==> config.mk <==
export PLATFORM = sky130hd
export DESIGN_NAME = fcc_mem_rd_arb
export DESIGN_NICKNAME = d
export VERILOG_FILES = /design/src/rtl/fcc_mem_pkg.sv /design/src/rtl/fcc_rr_arb.sv /design/src/rtl/fcc_mem_rd_arb.sv
export SDC_FILE = /design/constraint.sdc
export NUM_CORES = 1
export LEC_CHECK = 0
export CAP_MARGIN = 15
export CORE_AREA = 2 2 252 254
export DETAILED_ROUTE_END_ITERATION = 6
export DIE_AREA = 0 0 254 256
export GPL_ROUTABILITY_DRIVEN = 0
export MAX_ROUTING_LAYER = met4
export PLACE_DENSITY_LB_ADDON = 0.08
export SLEW_MARGIN = 20
export SYNTH_ARGS = -nofsm -noshare
export SYNTH_HDL_FRONTEND = slang
export SYNTH_SLANG_ARGS = --single-unit
==> constraint.sdc <==
create_clock -name clk -period 11.83 [get_ports clk]
set_input_delay 1.7745 -clock clk [delete_from_list [all_inputs] [get_ports clk]]
set_output_delay 1.7745 -clock clk [all_outputs]
set_load 0.05 [all_outputs]
==> src/rtl/fcc_mem_pkg.sv <==
// Shared types and helpers for the FC accelerator memory read path.
// Line geometry default, sequencer state encoding and line-count arithmetic.
package fcc_mem_pkg;

  localparam int unsigned LINE_BYTES_DEF = 32;

  typedef enum logic [1:0] {
    IDLE  = 2'd0,
    ISSUE = 2'd1,
    DRAIN = 2'd2
  } state_e;

  typedef logic [LINE_BYTES_DEF-1:0][7:0] line_t;

  // Number of lines covering a request; a zero-byte request still reads one line.
  function automatic logic [31:0] ceil_lines(input logic [31:0] size_bytes,
                                             input int unsigned lb_w);
    logic [31:0] s;
    s = (size_bytes == 32'd0) ? 32'd1 : size_bytes;
    return ((s - 32'd1) >> lb_w) + 32'd1;
  endfunction

endpackage

==> src/rtl/fcc_rr_arb.sv <==
// Combinational round-robin picker: first requester at or after ptr wins.
// One-hot grant, all-zero when no request is present.
module fcc_rr_arb #(
  parameter int NUM_CH = 3,
  parameter int PTR_W  = (NUM_CH > 1) ? $clog2(NUM_CH) : 1
) (
  input  logic [NUM_CH-1:0] req,
  input  logic [PTR_W-1:0]  ptr,
  output logic [NUM_CH-1:0] gnt
);

  always_comb begin
    int  idx;
    logic found;
    gnt   = '0;
    found = 1'b0;
    idx   = 0;
    for (int i = 0; i < NUM_CH; i++) begin
      idx = (int'(ptr) + i) % NUM_CH;
      if (!found && req[idx]) begin
        gnt[idx] = 1'b1;
        found    = 1'b1;
      end
    end
  end

endmodule

==> src/rtl/fcc_mem_rd_arb.sv <==
// Multi-channel byte-range reader: arbitrates channels, splits requests into line reads,
// returns lines to the owner one cycle after mem_rd_valid; issue stalls at MAX_OUTSTANDING.
module fcc_mem_rd_arb
  import fcc_mem_pkg::*;
#(
  parameter int NUM_CH          = 3,
  parameter int ADDR_WIDTH      = 19,
  parameter int LINE_BYTES      = LINE_BYTES_DEF,
  parameter int MAX_BYTES_TO_RD = 16384,
  parameter int MAX_OUTSTANDING = 4,
  parameter int SZ_W            = $clog2(MAX_BYTES_TO_RD + 1),
  parameter int LB_W            = $clog2(LINE_BYTES)
) (
  input  logic                       clk,
  input  logic                       rst_n,
  input  logic [NUM_CH-1:0]          ch_req,
  input  logic [NUM_CH*ADDR_WIDTH-1:0] ch_start_addr,
  input  logic [NUM_CH*SZ_W-1:0]     ch_size_bytes,
  output logic [NUM_CH-1:0]          ch_valid,
  output logic [NUM_CH-1:0]          ch_last,
  output logic [LINE_BYTES*8-1:0]    ch_data,
  output logic [LB_W-1:0]            ch_last_valid,
  output logic                       mem_rd_req,
  output logic [ADDR_WIDTH-1:0]      mem_rd_addr,
  input  logic                       mem_rd_gnt,
  input  logic                       mem_rd_valid,
  input  logic [LINE_BYTES*8-1:0]    mem_rd_data,
  output logic                       busy,
  output logic                       err_unexp
);

  localparam int CNT_W = $clog2(MAX_BYTES_TO_RD / LINE_BYTES + 1);
  localparam int OUT_W = $clog2(MAX_OUTSTANDING + 1);
  localparam int PTR_W = (NUM_CH > 1) ? $clog2(NUM_CH) : 1;

  state_e                  state_q, state_d;
  logic [PTR_W-1:0]        owner_q, owner_d;
  logic [PTR_W-1:0]        rr_ptr_q, rr_ptr_d;
  logic [NUM_CH-1:0]       mask_q, mask_d;
  logic [ADDR_WIDTH-1:0]   addr_q, addr_d;
  logic [CNT_W-1:0]        to_issue_q, to_issue_d;
  logic [CNT_W-1:0]        returned_q, returned_d;
  logic [CNT_W-1:0]        n_lines_q, n_lines_d;
  logic [LB_W-1:0]         lv_q, lv_d;
  logic [OUT_W-1:0]        outst_q, outst_d;
  logic                    err_q, err_d;
  logic [NUM_CH-1:0]       vld_q, vld_d;
  logic [NUM_CH-1:0]       last_q, last_d;
  logic [LINE_BYTES*8-1:0] data_q, data_d;
  logic [LB_W-1:0]         last_lv_q, last_lv_d;

  logic [NUM_CH-1:0]     eligible;
  logic [NUM_CH-1:0]     gnt_oh;
  logic [PTR_W-1:0]      win_idx;
  logic [ADDR_WIDTH-1:0] sel_addr;
  logic [SZ_W-1:0]       sel_size;
  logic [SZ_W-1:0]       size_eff;
  logic                  rd_fire;
  logic                  ret_ok;
  logic                  ret_last;

  // The owner that just finished is masked for one cycle while it drops ch_req.
  assign eligible = ch_req & ~mask_q;

  fcc_rr_arb #(
    .NUM_CH (NUM_CH),
    .PTR_W  (PTR_W)
  ) u_rr_arb (
    .req (eligible),
    .ptr (rr_ptr_q),
    .gnt (gnt_oh)
  );

  always_comb begin
    win_idx = '0;
    for (int i = 0; i < NUM_CH; i++) begin
      if (gnt_oh[i]) win_idx = PTR_W'(i);
    end
  end

  assign sel_addr = ch_start_addr[win_idx*ADDR_WIDTH +: ADDR_WIDTH];
  assign sel_size = ch_size_bytes[win_idx*SZ_W +: SZ_W];
  assign size_eff = (sel_size == '0) ? SZ_W'(1) : sel_size;

  assign rd_fire  = mem_rd_req & mem_rd_gnt;
  assign ret_ok   = mem_rd_valid && (state_q != IDLE) && (outst_q != '0);
  assign ret_last = ret_ok && ((returned_q + CNT_W'(1)) == n_lines_q);

  // State register
  always_ff @(posedge clk or negedge rst_n) begin
    if (!rst_n) state_q <= IDLE;
    else        state_q <= state_d;
  end

  // Next-state logic
  always_comb begin
    state_d = state_q;
    unique case (state_q)
      IDLE:    if (|eligible) state_d = ISSUE;
      ISSUE:   if (rd_fire && (to_issue_q == CNT_W'(1))) state_d = DRAIN;
      DRAIN:   if (ret_last) state_d = IDLE;
      default: state_d = IDLE;
    endcase
  end

  // State-decoded outputs
  always_comb begin
    mem_rd_req  = (state_q == ISSUE) && (outst_q < OUT_W'(MAX_OUTSTANDING));
    mem_rd_addr = (state_q == ISSUE) ? addr_q : '0;
    busy        = (state_q != IDLE);
  end

  always_comb begin
    owner_d    = owner_q;
    rr_ptr_d   = rr_ptr_q;
    mask_d     = '0;
    addr_d     = addr_q;
    to_issue_d = to_issue_q;
    returned_d = returned_q;
    n_lines_d  = n_lines_q;
    lv_d       = lv_q;
    outst_d    = outst_q;
    err_d      = err_q;
    vld_d      = '0;
    last_d     = '0;
    data_d     = data_q;
    last_lv_d  = '0;

    if ((state_q == IDLE) && (|eligible)) begin
      owner_d    = win_idx;
      addr_d     = sel_addr;
      n_lines_d  = CNT_W'(ceil_lines(32'(size_eff), LB_W));
      to_issue_d = CNT_W'(ceil_lines(32'(size_eff), LB_W));
      returned_d = '0;
      lv_d       = LB_W'(size_eff - SZ_W'(1));
    end

    if (rd_fire) begin
      addr_d     = addr_q + ADDR_WIDTH'(LINE_BYTES);
      to_issue_d = to_issue_q - CNT_W'(1);
    end

    unique case ({rd_fire, ret_ok})
      2'b10:   outst_d = outst_q + OUT_W'(1);
      2'b01:   outst_d = outst_q - OUT_W'(1);
      default: outst_d = outst_q;
    endcase

    if (ret_ok) begin
      returned_d       = returned_q + CNT_W'(1);
      data_d           = mem_rd_data;
      vld_d[owner_q]   = 1'b1;
      if (ret_last) begin
        last_d[owner_q] = 1'b1;
        last_lv_d       = lv_q;
        mask_d[owner_q] = 1'b1;
        rr_ptr_d        = (owner_q == PTR_W'(NUM_CH - 1)) ? '0 : owner_q + PTR_W'(1);
      end
    end

    if (mem_rd_valid && !ret_ok) err_d = 1'b1;
  end

  always_ff @(posedge clk or negedge rst_n) begin
    if (!rst_n) begin
      owner_q    <= '0;
      rr_ptr_q   <= '0;
      mask_q     <= '0;
      addr_q     <= '0;
      to_issue_q <= '0;
      returned_q <= '0;
      n_lines_q  <= '0;
      lv_q       <= '0;
      outst_q    <= '0;
      err_q      <= 1'b0;
      vld_q      <= '0;
      last_q     <= '0;
      data_q     <= '0;
      last_lv_q  <= '0;
    end else begin
      owner_q    <= owner_d;
      rr_ptr_q   <= rr_ptr_d;
      mask_q     <= mask_d;
      addr_q     <= addr_d;
      to_issue_q <= to_issue_d;
      returned_q <= returned_d;
      n_lines_q  <= n_lines_d;
      lv_q       <= lv_d;
      outst_q    <= outst_d;
      err_q      <= err_d;
      vld_q      <= vld_d;
      last_q     <= last_d;
      data_q     <= data_d;
      last_lv_q  <= last_lv_d;
    end
  end

  assign ch_valid      = vld_q;
  assign ch_last       = last_q;
  assign ch_data       = data_q;
  assign ch_last_valid = last_lv_q;
  assign err_unexp     = err_q;

endmodule

==> results summary <==
The DRC violation count after routing came out at 0. The first global-routing pass estimated 86600 microns of wire. The number of setup buffers added after CTS is 0. The number of levels the H-tree was split into came out at 2. The register clock-pin slew on the reported worst setup and hold paths is 50 ps. Of the total power, registers draw 27.1%. The final count of pins violating max slew is 0. The relative contribution of combinational cells to total power came out at 53.4%. The TritonCTS buffer count came out at 42. The cell count after synthesis is 1688.

The number of flip-flops and latches in the synthesized netlist came out at 331. The full die area came out at 65000 sq um. Across the VDD grid, the largest voltage drop is 0.000155 V. The worst-case reg-to-reg path depth is 17. The final total power came out at 6.76 mW. Along the worst path, the maximum fanout reaches 19.

The total negative slack came out at 0 ps. The final worst clock skew is 17.5 ps. The number of different library cells used by synthesis comes to 67.

The startpoint type of the worst setup path is an input pin. The synthesized net count is 2065. Max-cap violations in this run came to 0. The number of enable flip-flop cells after synthesis is 0. The layout-stage area growth over the synthesis result is 60.8%. The top-level port count came out at 654. The worst min-delay path category is reg2reg. The post-DP HPWL came out at 42100 microns. The analysis attributes to net switching a power of 3.23 mW.

The number of hold buffers added after CTS came out at 0. The mean cell area of the mapped netlist came out at 8.61 sq um. The maximum number of pins on one net before global-route repair came out at 179.

From bottom edge to top edge, the die measures 256 microns. The horizontal die dimension came out at 254 microns. After synthesis, the most frequently instantiated cells are 842 x sky130_fd_sc_hd__nand2_1, 331 x sky130_fd_sc_hd__dfrtp_1, 80 x sky130_fd_sc_hd__clkbuf_1.

The slew at the pin closest to its max-slew limit is 974 ps. The flow ran to the end, and the final reports show no timing, DRC or antenna violations. The total routing resource utilization after global routing came out at 17.8%. The internal power component came out at 3.53 mW. The relative contribution of the clock network to total power came out at 19.6%. The fraction of final layout cells with drive strength greater than 1 came out at 4.54%.

The largest total area in the synthesized netlist belongs to sky130_fd_sc_hd__dfrtp_1. The region available for standard cell placement spans 62400 sq um. The worst hold path begins at err_unexp. Sequential cells were found to cover 57.0% of the synthesized design area. In this run the tightest slew margin relative to its limit is 35.0%. After detailed routing, the average wire length per cell comes to 18.1 microns.

Summing all flip-flop and latch instances after layout gives 8280 sq um. The clock period could shrink to 5860 ps. The clock latency at the later pin of the worst-skew pair came out at 560 ps.

TritonCTS built the clock tree. For hold timing, the worst endpoint is err_unexp. The worst setup path is captured at a flop. The fill cell instance count of the final layout is 6385. The worst reg-to-reg setup slack is 6790 ps.

The required time of the worst setup path is 12260 ps. The dominant cell by count in the synthesized netlist is sky130_fd_sc_hd__nand2_1. The detailed-routing iteration count for the pre-antenna-repair pass is 5. The number of global-route vias before repair is 14.0k. The netlist area before placement is 14500 sq um. The ratio of total power to cell area came out at 289 nW/um^2. Gates resized during post-CTS repair numbered 0. The number of sinks handled by clock tree synthesis is 331. The finished layout holds 3192 standard cells, fillers aside. The number of buffers between clock root and the deepest sink came out at 3. The fraction of registers with async set or reset after synthesis is 100%. The switching share of power came out at 47.8%. The count of buffers added on input and output ports is 653. The fraction of the cycle the final worst path needs came out at 49.5%. The number of rows in the core area is 92. In this run the critical register-to-register path is captured at to_issue_q[4].

The start-to-end type of the worst setup path is in2reg. Setup violations remaining at the end of the flow were counted as 0. The residual antenna-violating net count after detailed routing came out at 0. The top achievable clock speed came out at 0.171 GHz. Counting instances, the worst hold path has a depth of 1. The post-route cell area came out at 23400 sq um. The arrival time of data at the critical path endpoint is 6280 ps.

Once the floorplan was initialized, standard cells occupied 23.3% of the core. The routed wire length came out at 57700 microns. The area share of the largest cell type after synthesis is 57.0%. The detailed router's first-iteration violation count is 769.

The most used flip-flop cell after synthesis is sky130_fd_sc_hd__dfrtp_1. Setup repair after global routing left no endpoint under its margin. The total overflow left after global routing is 0. At the end of the flow, the number of nets in the layout was 2685. The cell at the root of the clock tree is sky130_fd_sc_hd__clkbuf_16.

The count of endpoints failing hold in the final timing report is 0. The number of warning messages in the yosys log is 0. The number of antenna violations at the first check in global routing is 7. The beginning of the critical path is ch_req[1].

In this run the critical register-to-register path is launched from rr_ptr_q[1]. Ranked by total cell area, the synthesized netlist is headed by sky130_fd_sc_hd__dfrtp_1 57%, sky130_fd_sc_hd__nand2_1 22%, sky130_fd_sc_hd__clkbuf_1 2.1%. The multi-input combinational cells in the finished layout cover a total of 5870 sq um. The post-placement cell area is 21900 sq um. Using the TritonRoute via totals, the vias-per-cell ratio works out to 4.27. Summing over every cut layer, the via total after detailed routing is 13.6k. After detailed placement, the design holds a cell count of 3110. The static leakage power came out at 10.7 nW.
==> logic make-up (layout without fill, tap and decap cells) <==
kind of cell,count (synthesis),count (layout),synth area share [%]
AO/OA/AOI/OAI,149,149,6.98
XOR/XNOR,33,33,1.99
adder cells (fa/ha/maj),12,12,1.08
buffers and inverters,104,753,2.90
flip-flops,331,331,57.0
multiplexers,9,9,0.637
other,0,9,0
AND/OR/NAND/NOR,1050,1050,29.4
==> power by group through the flow <==
stage / sequential (mW) / clock, mW / combinational (mW)
final: 1.83 / 1.32 / 3.61
after detailed placement: 1.85 / 0 / 3.65
after CTS: 1.83 / 1.37 / 3.66
after global routing: 1.89 / 1.41 / 3.86
after floorplan: 3.02 / 0 / 1.12
after global placement: 1.84 / 0 / 3.64
==> cells in the final DEF (no fill, tap or decap), types with 4 or more instances in the layout <==
cell type and n:
sky130_fd_sc_hd__dfrtp_1 331, sky130_fd_sc_hd__nand3_1 48, sky130_fd_sc_hd__nand2b_1 4, sky130_fd_sc_hd__clkbuf_16 42, sky130_fd_sc_hd__diode_2 9, sky130_fd_sc_hd__nor2_1 62, sky130_fd_sc_hd__o21ai_0 46, sky130_fd_sc_hd__clkdlybuf4s50_1 652
sky130_fd_sc_hd__a21oi_1 24, sky130_fd_sc_hd__clkinv_2 6, sky130_fd_sc_hd__xnor2_1 23, sky130_fd_sc_hd__inv_1 11, sky130_fd_sc_hd__clkbuf_8 11, sky130_fd_sc_hd__o221a_2 4, sky130_fd_sc_hd__clkbuf_1 6, sky130_fd_sc_hd__nand4_1 5
sky130_fd_sc_hd__xor2_1 10, sky130_fd_sc_hd__o211ai_1 11, sky130_fd_sc_hd__nand2_1 842, sky130_fd_sc_hd__buf_4 12, sky130_fd_sc_hd__bufinv_16 4, sky130_fd_sc_hd__mux2i_1 7, sky130_fd_sc_hd__nor2b_1 10, sky130_fd_sc_hd__o21ai_1 6
sky130_fd_sc_hd__nor4_1 7, sky130_fd_sc_hd__and3_1 12, sky130_fd_sc_hd__nor3b_1 5, sky130_fd_sc_hd__a211oi_1 6, sky130_fd_sc_hd__ha_1 11, sky130_fd_sc_hd__and2_1 28, sky130_fd_sc_hd__a31oi_1 16, sky130_fd_sc_hd__nor3_1 11
==> state kept, by name, indices dropped and copies added (netlist names) <==
register       cells
ch_last_valid      5
state_q            2
ch_last            3
rr_ptr_q           2
addr_q            19
err_unexp          1
ch_data          256
lv_q               5
outst_q            3
to_issue_q        10
owner_q            2
ch_valid           3
n_lines_q         10
returned_q        10
==> worst max-delay path: stages <==
cell	delay, ps
sky130_fd_sc_hd__clkdlybuf4s50_1	430
sky130_fd_sc_hd__and4bb_4	270
sky130_fd_sc_hd__o41ai_2	480
sky130_fd_sc_hd__a32o_1	760
sky130_fd_sc_hd__a31oi_1	80
sky130_fd_sc_hd__a21oi_1	570
sky130_fd_sc_hd__nor2_1	130
sky130_fd_sc_hd__nand4_1	220
sky130_fd_sc_hd__nand2_1	110
sky130_fd_sc_hd__xnor2_1	310
sky130_fd_sc_hd__ha_1	300
sky130_fd_sc_hd__and2_1	190
sky130_fd_sc_hd__nand2_1	60
sky130_fd_sc_hd__a21oi_1	200
sky130_fd_sc_hd__mux2i_1	260
sky130_fd_sc_hd__nand3_1	100
==> per-layer routing <==
layer  vias up  global-route usage, %  wire, microns
li1       6658                      -              -
met1      6440                   20.0          22600
met2       426                   30.6          29500
met3        95                   4.26           3780
met4         0                   6.78           1880
met5         -                      -              0
==> layout make-up <==
class | instances | share of cell area, %
Sequential cell | 331 | 35.4
Timing Repair Buffer | 667 | 28.5
Multi-Input combinational cell | 1253 | 25.1
Clock buffer | 59 | 5.24
Tap cell | 846 | 4.53
Clock inverter | 14 | 0.819
Inverter | 13 | 0.241
Antenna cell | 9 | 0.0964
==> worst max path at each step <==
stage                    endpoint  slack, ps  depth (start not counted)
global placement    to_issue_q[4]       5580                         17
floorplan           to_issue_q[4]       6800                         17
global route         n_lines_q[4]       5450                         17
CTS                 to_issue_q[4]       6040                         16
detailed placement  to_issue_q[4]       5460                         16
finish              to_issue_q[4]       5970                         16
==> through the flow <==
step           hold slack, ps  setup WS (ps)  util [%]
2_1_floorplan             438           6800         -
3_3_place_gp              440           5580      35.1
3_5_place_dp              452           5460      35.1
4_1_cts                   460           6040      37.4
5_1_grt                   486           5450      37.4
6_report                  454           5970      37.5
Note: power is estimated with default switching activity, not from simulation.
